[src/rtl/i2s_tx_master.sv]
// I2S transmit master: mclk-derived bit clock, 64-slot frames, one-pair holding buffer.
// Build macro I2S_TX_UNDERRUN_REPEAT_EN: on underrun replay the last loaded pair instead of silence.
module i2s_tx_master #(
  parameter int DATA_RES  = 24,
  parameter int SCLK_HALF = 4
) (
  input  logic                mclk,
  input  logic                reset_n,
  input  logic                s_valid,
  output logic                s_ready,
  input  logic [DATA_RES-1:0] s_left,
  input  logic [DATA_RES-1:0] s_right,
  input  logic                underrun_clr,
  output logic                sclk,
  output logic                lrclk,
  output logic                sdout,
  output logic                frame_start,
  output logic                underrun
);

  localparam logic [7:0] HALF_LAST      = 8'(SCLK_HALF - 1);
  localparam logic [4:0] DATA_LAST_SLOT = 5'(DATA_RES);

  logic [7:0]          div_r;
  logic                sclk_r;
  logic                lrclk_r;
  logic                sdout_r;
  logic                frame_start_r;
  logic                underrun_r;
  logic [5:0]          slot_r;
  logic                buf_full_r;
  logic [DATA_RES-1:0] buf_l_r;
  logic [DATA_RES-1:0] buf_r_r;
  logic [DATA_RES-1:0] sh_l_r;
  logic [DATA_RES-1:0] sh_r_r;
`ifdef I2S_TX_UNDERRUN_REPEAT_EN
  logic [DATA_RES-1:0] last_l_r;
  logic [DATA_RES-1:0] last_r_r;
`endif

  logic                tick_s;
  logic                fall_s;
  logic                wrap_s;
  logic                accept_s;
  logic [5:0]          slot_nxt_s;
  logic [4:0]          ch_slot_s;
  logic                data_slot_s;
  logic [DATA_RES-1:0] load_l_s;
  logic [DATA_RES-1:0] load_r_s;

  // Divider tick, slot decode, handshake and frame-load source selection.
  always_comb begin
    tick_s      = (div_r == HALF_LAST);
    fall_s      = tick_s & sclk_r;
    slot_nxt_s  = slot_r + 6'd1;
    wrap_s      = fall_s & (slot_r == 6'd63);
    accept_s    = s_valid & ~buf_full_r;
    ch_slot_s   = slot_nxt_s[4:0];
    data_slot_s = (ch_slot_s != 5'd0) && (ch_slot_s <= DATA_LAST_SLOT);
    if (buf_full_r) begin
      load_l_s = buf_l_r;
      load_r_s = buf_r_r;
    end else begin
`ifdef I2S_TX_UNDERRUN_REPEAT_EN
      load_l_s = last_l_r;
      load_r_s = last_r_r;
`else
      load_l_s = {DATA_RES{1'b0}};
      load_r_s = {DATA_RES{1'b0}};
`endif
    end
  end

  // Bit-clock divider: sclk toggles every SCLK_HALF mclk cycles, idling high.
  always_ff @(posedge mclk or negedge reset_n) begin
    if (!reset_n) begin
      div_r  <= 8'd0;
      sclk_r <= 1'b1;
    end else if (tick_s) begin
      div_r  <= 8'd0;
      sclk_r <= ~sclk_r;
    end else begin
      div_r  <= div_r + 8'd1;
    end
  end

  // Slot counter, word select and serial data all move only on sclk falling edges.
  always_ff @(posedge mclk or negedge reset_n) begin
    if (!reset_n) begin
      slot_r  <= 6'd63;
      lrclk_r <= 1'b1;
      sdout_r <= 1'b0;
      sh_l_r  <= {DATA_RES{1'b0}};
      sh_r_r  <= {DATA_RES{1'b0}};
    end else if (fall_s) begin
      slot_r  <= slot_nxt_s;
      lrclk_r <= slot_nxt_s[5];
      if (wrap_s) begin
        sh_l_r  <= load_l_s;
        sh_r_r  <= load_r_s;
        sdout_r <= 1'b0;
      end else if (data_slot_s && slot_nxt_s[5]) begin
        sdout_r <= sh_r_r[DATA_RES-1];
        sh_r_r  <= sh_r_r << 1'b1;
      end else if (data_slot_s) begin
        sdout_r <= sh_l_r[DATA_RES-1];
        sh_l_r  <= sh_l_r << 1'b1;
      end else begin
        sdout_r <= 1'b0;
      end
    end else begin
      slot_r  <= slot_r;
    end
  end

  // Frame-load strobe.
  always_ff @(posedge mclk or negedge reset_n) begin
    if (!reset_n) begin
      frame_start_r <= 1'b0;
    end else begin
      frame_start_r <= wrap_s;
    end
  end

  // Holding buffer: a frame load empties it before any new pair can be accepted.
  always_ff @(posedge mclk or negedge reset_n) begin
    if (!reset_n) begin
      buf_full_r <= 1'b0;
      buf_l_r    <= {DATA_RES{1'b0}};
      buf_r_r    <= {DATA_RES{1'b0}};
    end else if (wrap_s && buf_full_r) begin
      buf_full_r <= 1'b0;
    end else if (accept_s) begin
      buf_full_r <= 1'b1;
      buf_l_r    <= s_left;
      buf_r_r    <= s_right;
    end else begin
      buf_full_r <= buf_full_r;
    end
  end

`ifdef I2S_TX_UNDERRUN_REPEAT_EN
  // Remember the last pair that was really loaded, for replay on underrun.
  always_ff @(posedge mclk or negedge reset_n) begin
    if (!reset_n) begin
      last_l_r <= {DATA_RES{1'b0}};
      last_r_r <= {DATA_RES{1'b0}};
    end else if (wrap_s && buf_full_r) begin
      last_l_r <= buf_l_r;
      last_r_r <= buf_r_r;
    end else begin
      last_l_r <= last_l_r;
    end
  end
`endif

  // Sticky underrun flag; a new underrun takes priority over a clear request.
  always_ff @(posedge mclk or negedge reset_n) begin
    if (!reset_n) begin
      underrun_r <= 1'b0;
    end else if (wrap_s && !buf_full_r) begin
      underrun_r <= 1'b1;
    end else if (underrun_clr) begin
      underrun_r <= 1'b0;
    end else begin
      underrun_r <= underrun_r;
    end
  end

  assign s_ready     = ~buf_full_r;
  assign sclk        = sclk_r;
  assign lrclk       = lrclk_r;
  assign sdout       = sdout_r;
  assign frame_start = frame_start_r;
  assign underrun    = underrun_r;

endmodule

[config.mk]
export PLATFORM = sky130hd
export DESIGN_NAME = i2s_tx_master
export DESIGN_NICKNAME = d
export VERILOG_FILES = /design/src/rtl/i2s_tx_master.sv
export SDC_FILE = /design/constraint.sdc
export NUM_CORES = 1
export LEC_CHECK = 0
export ABC_CLOCK_PERIOD_IN_PS = 3900
export BUFFER_PORTS_ARGS = -buffer_cell sky130_fd_sc_hd__buf_2
export CORE_ASPECT_RATIO = 0.5
export CORE_UTILIZATION = 60
export CTS_BUF_LIST = sky130_fd_sc_hd__clkbuf_8
export DETAILED_ROUTE_END_ITERATION = 8
export PLACE_DENSITY = 0.81
export SLEW_MARGIN = 20
export SYNTH_ARGS = -nofsm -noshare
export SYNTH_HDL_FRONTEND = slang
export SYNTH_SLANG_ARGS = --single-unit
[constraint.sdc]
create_clock -name mclk -period 3.9 [get_ports mclk]
set_input_delay 0 -clock mclk [delete_from_list [all_inputs] [get_ports mclk]]
set_output_delay 0 -clock mclk [all_outputs]
set_load 0.05 [all_outputs]
==> flow_summary_export.csv, run 1 <==
group,metric,value,unit
clock_tree,cts-htree-levels,4,
final_layout,mostFrequentLayoutCells,"108 x dfrtp_1, 56 x buf_2, 52 x mux2_2",
worst_hold_path,hp-class,"in2async",
logic_synthesis,netlist_instances,404,
critical_path,critPathArrivalTime,3.27,ns
sta,finalCriticalPeriod,2.95,ns
critical_path,crit_family,"compound AO/OA/AOI/OAI gates",
clock_tree,cts-buffers-inserted,17,
drt,wirelength,11.3,mm
sta,max_freq,340,MHz
outcome,status,"finished, final reports clean",
global_routing,grt_overflow,0,
sta,hold_violations,0,
global_routing,grt_pass1_wl,18.3,mm
drt,drt-initial-drc-count,317,
clock_tree,cts.path.max_buffers,2,
critical_path,slowest_stage,"a21oi_4",
final_layout,antenna_cells,0,
flow_run,cap_violations,0,
critical_path,critPathMaxFanout,24,
final_layout,syn_to_final_growth,21.3,%
critical_path,cp-start-kind,"flop",
power,ir_drop,0.330,mV
critical_path,worstPathCellList,"ha_1, nor3b_2, and3_1, o31ai_2, a21oi_4, mux2_2",
final_layout,drive_gt1_frac,0.365,
logic_synthesis,synth_area_leaders,"dfrtp_1 51%, mux2_2 11%, mux2_4 5.3%",
drt,ant_nets,0,
drt,dr.pass1.iters,4,
clock_tree,cts_tree,"built",
logic_synthesis,synth_seq_area_share,0.541,
placement,dp.cells,550,
critical_path,crit_type,"reg2reg",
final_layout,utilization,0.778,
sta,skew,0.0139,ns
logic_synthesis,synthFlopType,"dfrtp_1",
final_layout,final_common_cell,"dfrtp_1",
placement,io_buffers,57,
clock_tree,clkSinkCount,115,
floorplanning,die-area,9300,µm²
critical_path,crit_required,4.22,ns
drt,drc,0,
critical_path,worstSetupEndpointType,"flop",
logic_synthesis,synth_area,5340,µm²
logic_synthesis,synth_warnings,0,
power,pwr_density_cell,442,nW/µm²
drt,vias,3702,
sta,finalCritPeriodShare,0.755,
sta,rsz0062_at_grt,"no",
global_routing,grt_pass1_vias,3671,
floorplanning,ios,58,
critical_path,critPathBufInv,0,
drt,wl_per_cell,17.9,µm
power,leakagePower,2.86,nW
floorplanning,core,8320,µm²
placement,hpwl,6.61,mm
sta,worst_slew_pin_slew,1.07,ns
global_routing,grt_max_degree,59,
placement,dpl_worst_slack,1.01,ns
logic_synthesis,synth_edf_count,0,
sta,fin_tns_setup,0,ns
logic_synthesis,syn_avg_cell_area,13.2,µm²
final_layout,final_nets,562,
floorplanning,die_h,68.7,µm
logic_synthesis,async_reset_ff_frac,1.00,
floorplanning,rows,23,
logic_synthesis,yosys.area.top_type_share,0.506,
floorplanning,die_w,135,µm
logic_synthesis,postSynthNetCount,459,
sta,slew_violations,0,
global_routing,antenna_found_initial,0,
global_routing,gr-usage-all-layers,0.269,
floorplanning,initial_core_util,0.642,
clock_tree,clockRootBuffer,"clkbuf_8",
logic_synthesis,ys_ff_latch,115,
logic_synthesis,yosysTopAreaCell,"dfrtp_1",
placement,dpl_cell_area,5590,µm²
drt,avgViaCountPerCell,5.86,
sta,setup_viol,0,
sta,setup_ws,0.955,ns
critical_path,crit_path_max_incr_delay,0.82,ns
final_layout,fin_cells,632,
final_layout,final_area,6470,µm²
clock_tree,clk_latency,0.44,ns
clock_tree,path_clk_slew,0.08,ns
sta,worst_slew_margin_rel,0.286,
placement,globalplace.congestion,0.856,
logic_synthesis,synth_cell_types,57,
[through the flow]
step | power (mW) | hold slack (ns)
4_1_cts | 2.87 | 0.183
6_report | 2.86 | 0.156
2_1_floorplan | 1.67 | -0.296
3_5_place_dp | 1.78 | 0.102
5_1_grt | 2.99 | 0.180
3_3_place_gp | 1.76 | 0.107
[path summary, 6_finish.rpt]
| kind | cells past startpoint | endpoint | start | slack (ns) |
|---|---|---|---|---|
| max reg2reg | 6 | sh_r_r[4] | div_r[0] | 0.95 |
| min reg2reg | 1 | div_r[0] | div_r[0] | 0.50 |
| min in group mclk | 3 | buf_l_r[3] | s_valid | 0.18 |
| max in group asynchronous | 3 | buf_r_r[9] | reset_n | 2.80 |
| max | 6 | sh_r_r[4] | div_r[0] | 0.95 |
| min | 2 | buf_l_r[22] | reset_n | 0.16 |
[area by class of cell]
class | count | area (µm²)
sequential | 115 | 2890
multi-input combinational | 256 | 2220
fill | 524 | 1840
timing repair buffer | 112 | 826
clock buffer | 20 | 275
tap | 112 | 140
clock inverter | 12 | 108
inverter | 5 | 18.8
[repair_timing]
action / CTS / global route
endpoints found under the hold margin: 103 / 0
hold buffers: 50 / 0
resized for setup: 0 / 0
buffers inserted: 0 / 0
[registers in the layout, summed over array words and instances (netlist names)]
signal and cells:
buf_full_r 1, buf_l_r 24, buf_r_r 24, div_r 8, frame_start 1, lrclk 1
sclk 1, sdout 1, sh_l_r 24, sh_r_r 24, slot_r 5, underrun 1
[synthesized netlist by cell type, types with 11 or more instances]
master / count
a22o_1: 22
a2bb2oi_1: 15
clkbuf_1: 11
dfrtp_1: 108
mux2_2: 52
mux2_4: 19
nand2_1: 39
o21ai_0: 12
o31ai_1: 15
xnor2_1: 12
[cell families after synthesis]
group                    count (synthesis)  share of synthesized area
flip-flops                             115                      0.541
AO/OA/AOI/OAI                           94                      0.142
AND/OR/NAND/NOR                         74                     0.0790
multiplexers                            72                      0.165
buffers and inverters                   33                     0.0445
XOR/XNOR                                13                     0.0213
adder cells (fa/ha/maj)                  3                    0.00703
[layer usage]
layer  wire, µm  track usage  vias up
met5          0            0        -
met4        215       0.0941        0
met1       5130        0.348     1873
met3        623       0.0870       22
li1           -            -     1688
met2       5330        0.436      119
[power by group]
group          internal [mW]  switching [mW]  total [mW]
logic                  0.201           0.100       0.301
registers               1.39           0.115        1.50
clock network          0.551           0.506        1.06
total                   2.14           0.720        2.86
No activity file was read; power rests on OpenSTA's default activity.
==> run 2, diff against run 1 <==
- ABC_AREA: unset -> 1
- ABC_CLOCK_PERIOD_IN_PS: 3900 -> 3000
- clock period: 3.9 -> 3 ns (I/O delays scaled with it)
==> run 2 against run 1 <==
  * Global-route usage up 1.0 points
  * Sequential cell count unchanged
  * Critical path depth up 5
  * Synthesized area up 0.59%
  * Worst setup slack worse by 0.30 ns
  * Sequential power up 26%
  * Largest cell class unchanged
  * Largest power group unchanged
  * Highest routed layer unchanged
==> flow_summary_export.csv, run 2 <==
group,metric,value,unit
final_layout,fin_cells,907,
critical_path,worst_r2r_path_depth,11,
final_layout,syn_to_final_growth,22.8,%
sta,fin_tns_setup,0,ns
clock_tree,clkSinkCount,115,
logic_synthesis,synthFlopType,"dfrtp_1",
drt,wirelength,11.5,mm
global_routing,grt_pass1_wl,19.7,mm
drt,avgViaCountPerCell,5.16,
drt,dr.pass1.iters,5,
floorplanning,die_w,136,µm
logic_synthesis,synth_seq_area_share,0.538,
final_layout,antenna_cells,0,
critical_path,worstPathCellList,"ha_1, inv_1, nand2_1, nand2_1, nor2_1, nand3_1, nand3_2, nand3_4, nand2_2, nand2_1, nand2_1",
critical_path,r2r-end,"sh_r_r[16]",
critical_path,crit_path_max_incr_delay,0.57,ns
logic_synthesis,synth_area,5370,µm²
clock_tree,path_clk_slew,0.06,ns
critical_path,startpoint,"slot_r[0]",
clock_tree,cts_tree,"built",
drt,drt-initial-drc-count,289,
global_routing,grt_max_degree,70,
global_routing,grt_pass1_vias,4372,
worst_hold_path,hp-class,"in2async",
critical_path,worstReg2RegStart,"slot_r[0]",
logic_synthesis,synth_warnings,0,
sta,hold_violations,0,
flow_run,cap_violations,0,
critical_path,r2r_slack,0.65,ns
final_layout,multiInputGateArea,2200,µm²
logic_synthesis,synth_cell_types,29,
logic_synthesis,synth_common_cells,"360 x nand2_1, 108 x dfrtp_1, 56 x nand3_1",
sta,rsz0062_at_grt,"no",
power,pwr_density_cell,573,nW/µm²
power,leakagePower,3.56,nW
final_layout,final_common_cell,"nand2_1",
clock_tree,ctsResizeCount,0,
logic_synthesis,synth_edf_count,0,
clock_tree,clk_latency,0.43,ns
placement,io_buffers,57,
clock_tree,post_cts_buffers,0,
floorplanning,initial_core_util,0.645,
sta,max_freq,426,MHz
clock_tree,cts-buffers-inserted,17,
placement,dpl_worst_slack,0.697,ns
floorplanning,rows,23,
power,finalPower,3.78,mW
sta,setup_ws,0.652,ns
sta,finalCritPeriodShare,0.783,
sta,worst_slew_margin_rel,0.599,
floorplanning,die_h,68.9,µm
critical_path,slowest_stage,"dfstp_2",
drt,drc,0,
sta,finalCriticalPeriod,2.35,ns
power,ir_drop,0.401,mV
outcome,status,"finished, final reports clean",
critical_path,critPathMaxFanout,25,
logic_synthesis,synth_area_leaders,"dfrtp_1 50%, nand2_1 25%, nand3_1 5.2%",
logic_synthesis,yosysMostFrequentCell,"nand2_1",
logic_synthesis,async_reset_ff_frac,1.00,
critical_path,crit_type,"reg2reg",
global_routing,grt_overflow,0,
final_layout,mostFrequentLayoutCells,"360 x nand2_1, 108 x dfrtp_1, 56 x nand3_1, 56 x buf_2, 50 x dlygate4sd3_1",
placement,hpwl,6.60,mm
floorplanning,ios,58,
global_routing,gr-usage-all-layers,0.280,
floorplanning,core,8320,µm²
critical_path,cp-start-kind,"flop",
logic_synthesis,netlist_instances,686,
drt,ant_nets,0,
final_layout,regArea,2890,µm²
logic_synthesis,yosys.area.top_type_share,0.503,
final_layout,drive_gt1_frac,0.143,
logic_synthesis,postSynthNetCount,741,
sta,timing.hold.ws,0.132,ns
critical_path,crit_required,3.36,ns
placement,dp.cells,826,
drt,vias,4684,
final_layout,fillers,575,
floorplanning,die-area,9350,µm²
logic_synthesis,ys_ff_latch,115,
final_layout,final_nets,838,
sta,skew,0.00797,ns
global_routing,antenna_found_initial,0,
logic_synthesis,yosysTopAreaCell,"dfrtp_1",
critical_path,crit_top_cell,"nand2_1",
critical_path,worstSetupEndpointType,"flop",
sta,worst_slew_pin_slew,0.601,ns
sta,slew_violations,0,
sta,setup_viol,0,
clock_tree,clockRootBuffer,"clkbuf_8",
critical_path,critPathArrivalTime,2.71,ns
placement,globalplace.congestion,0.807,
drt,wl_per_cell,12.7,µm
clock_tree,cts-htree-levels,4,
logic_synthesis,syn_avg_cell_area,7.82,µm²
clock_tree,cts.path.max_buffers,2,
==> run 2: changes by cell type in the layout (fill, tap and decap cells not counted), sizes merged, moves of 22 or more <==
cell   previous run  this run
mux2             71         0
a22o             22         0
o21ai            14        53
nand3             8        59
nand2            40       364
inv               7        31
==> run 2: critical path, delay by kind of cell, from the launching register on <==
family | cells | cell delay [ns]
adder cells (fa/ha/maj) | 1 | 0.22
AND/OR/NAND/NOR | 9 | 1.42
buffers and inverters | 1 | 0.05
flip-flops | 1 | 0.57
==> run 2: routing by layer <==
layer,share of wire,track usage
met1,0.46,0.351
met2,0.48,0.475
met3,0.051,0.0753
met4,0.013,0.104
met5,0,0
==> run 2: worst max-delay path by stage <==
stage	end
floorplan	sh_r_r[11]
global placement	sh_r_r[5]
detailed placement	sh_r_r[10]
CTS	sh_r_r[16]
global route	sh_r_r[10]
finish	sh_r_r[16]
==> run 2: per-stage QoR <==
step                cell area (µm²)   util
global route                   6590  0.793
finish                         6590  0.793
detailed placement             5700  0.685
floorplan                      5370      -
global placement               5700  0.685
CTS                            6590  0.793
==> run 2: repair_timing <==
| action | 4_1_cts | 5_1_grt |
|---|---|---|
| hold buffers | 50 | 0 |
| setup endpoints to repair | 0 | 0 |
| hold endpoints to repair | 95 | 0 |
==> run 2: final cells by class <==
cell class,instances,share of cell area
Multi-Input combinational cell,506,0.334
Tap cell,112,0.0213
Inverter,26,0.0148
Clock buffer,22,0.0459
Sequential cell,115,0.438
Timing Repair Buffer,117,0.133
Clock inverter,9,0.0135
==> run 2: where the power goes <==
group	switching [mW]	total, mW	internal [mW]
combinational	0.256	0.465	0.209
sequential	0.120	1.89	1.77
clock	0.598	1.42	0.827
==> run 2: cell families (layout without fill, tap and decap cells) <==
logic type	after synthesis	after routing	share of synthesized area
AOI/OAI and AO/OA	56	56	0.0524
xor gates and xnor gates	4	4	0.00653
DFF	115	115	0.538
buffers and inverters	65	174	0.0534
and+or+nand+nor	443	443	0.343
adders and majority gates	3	3	0.00699
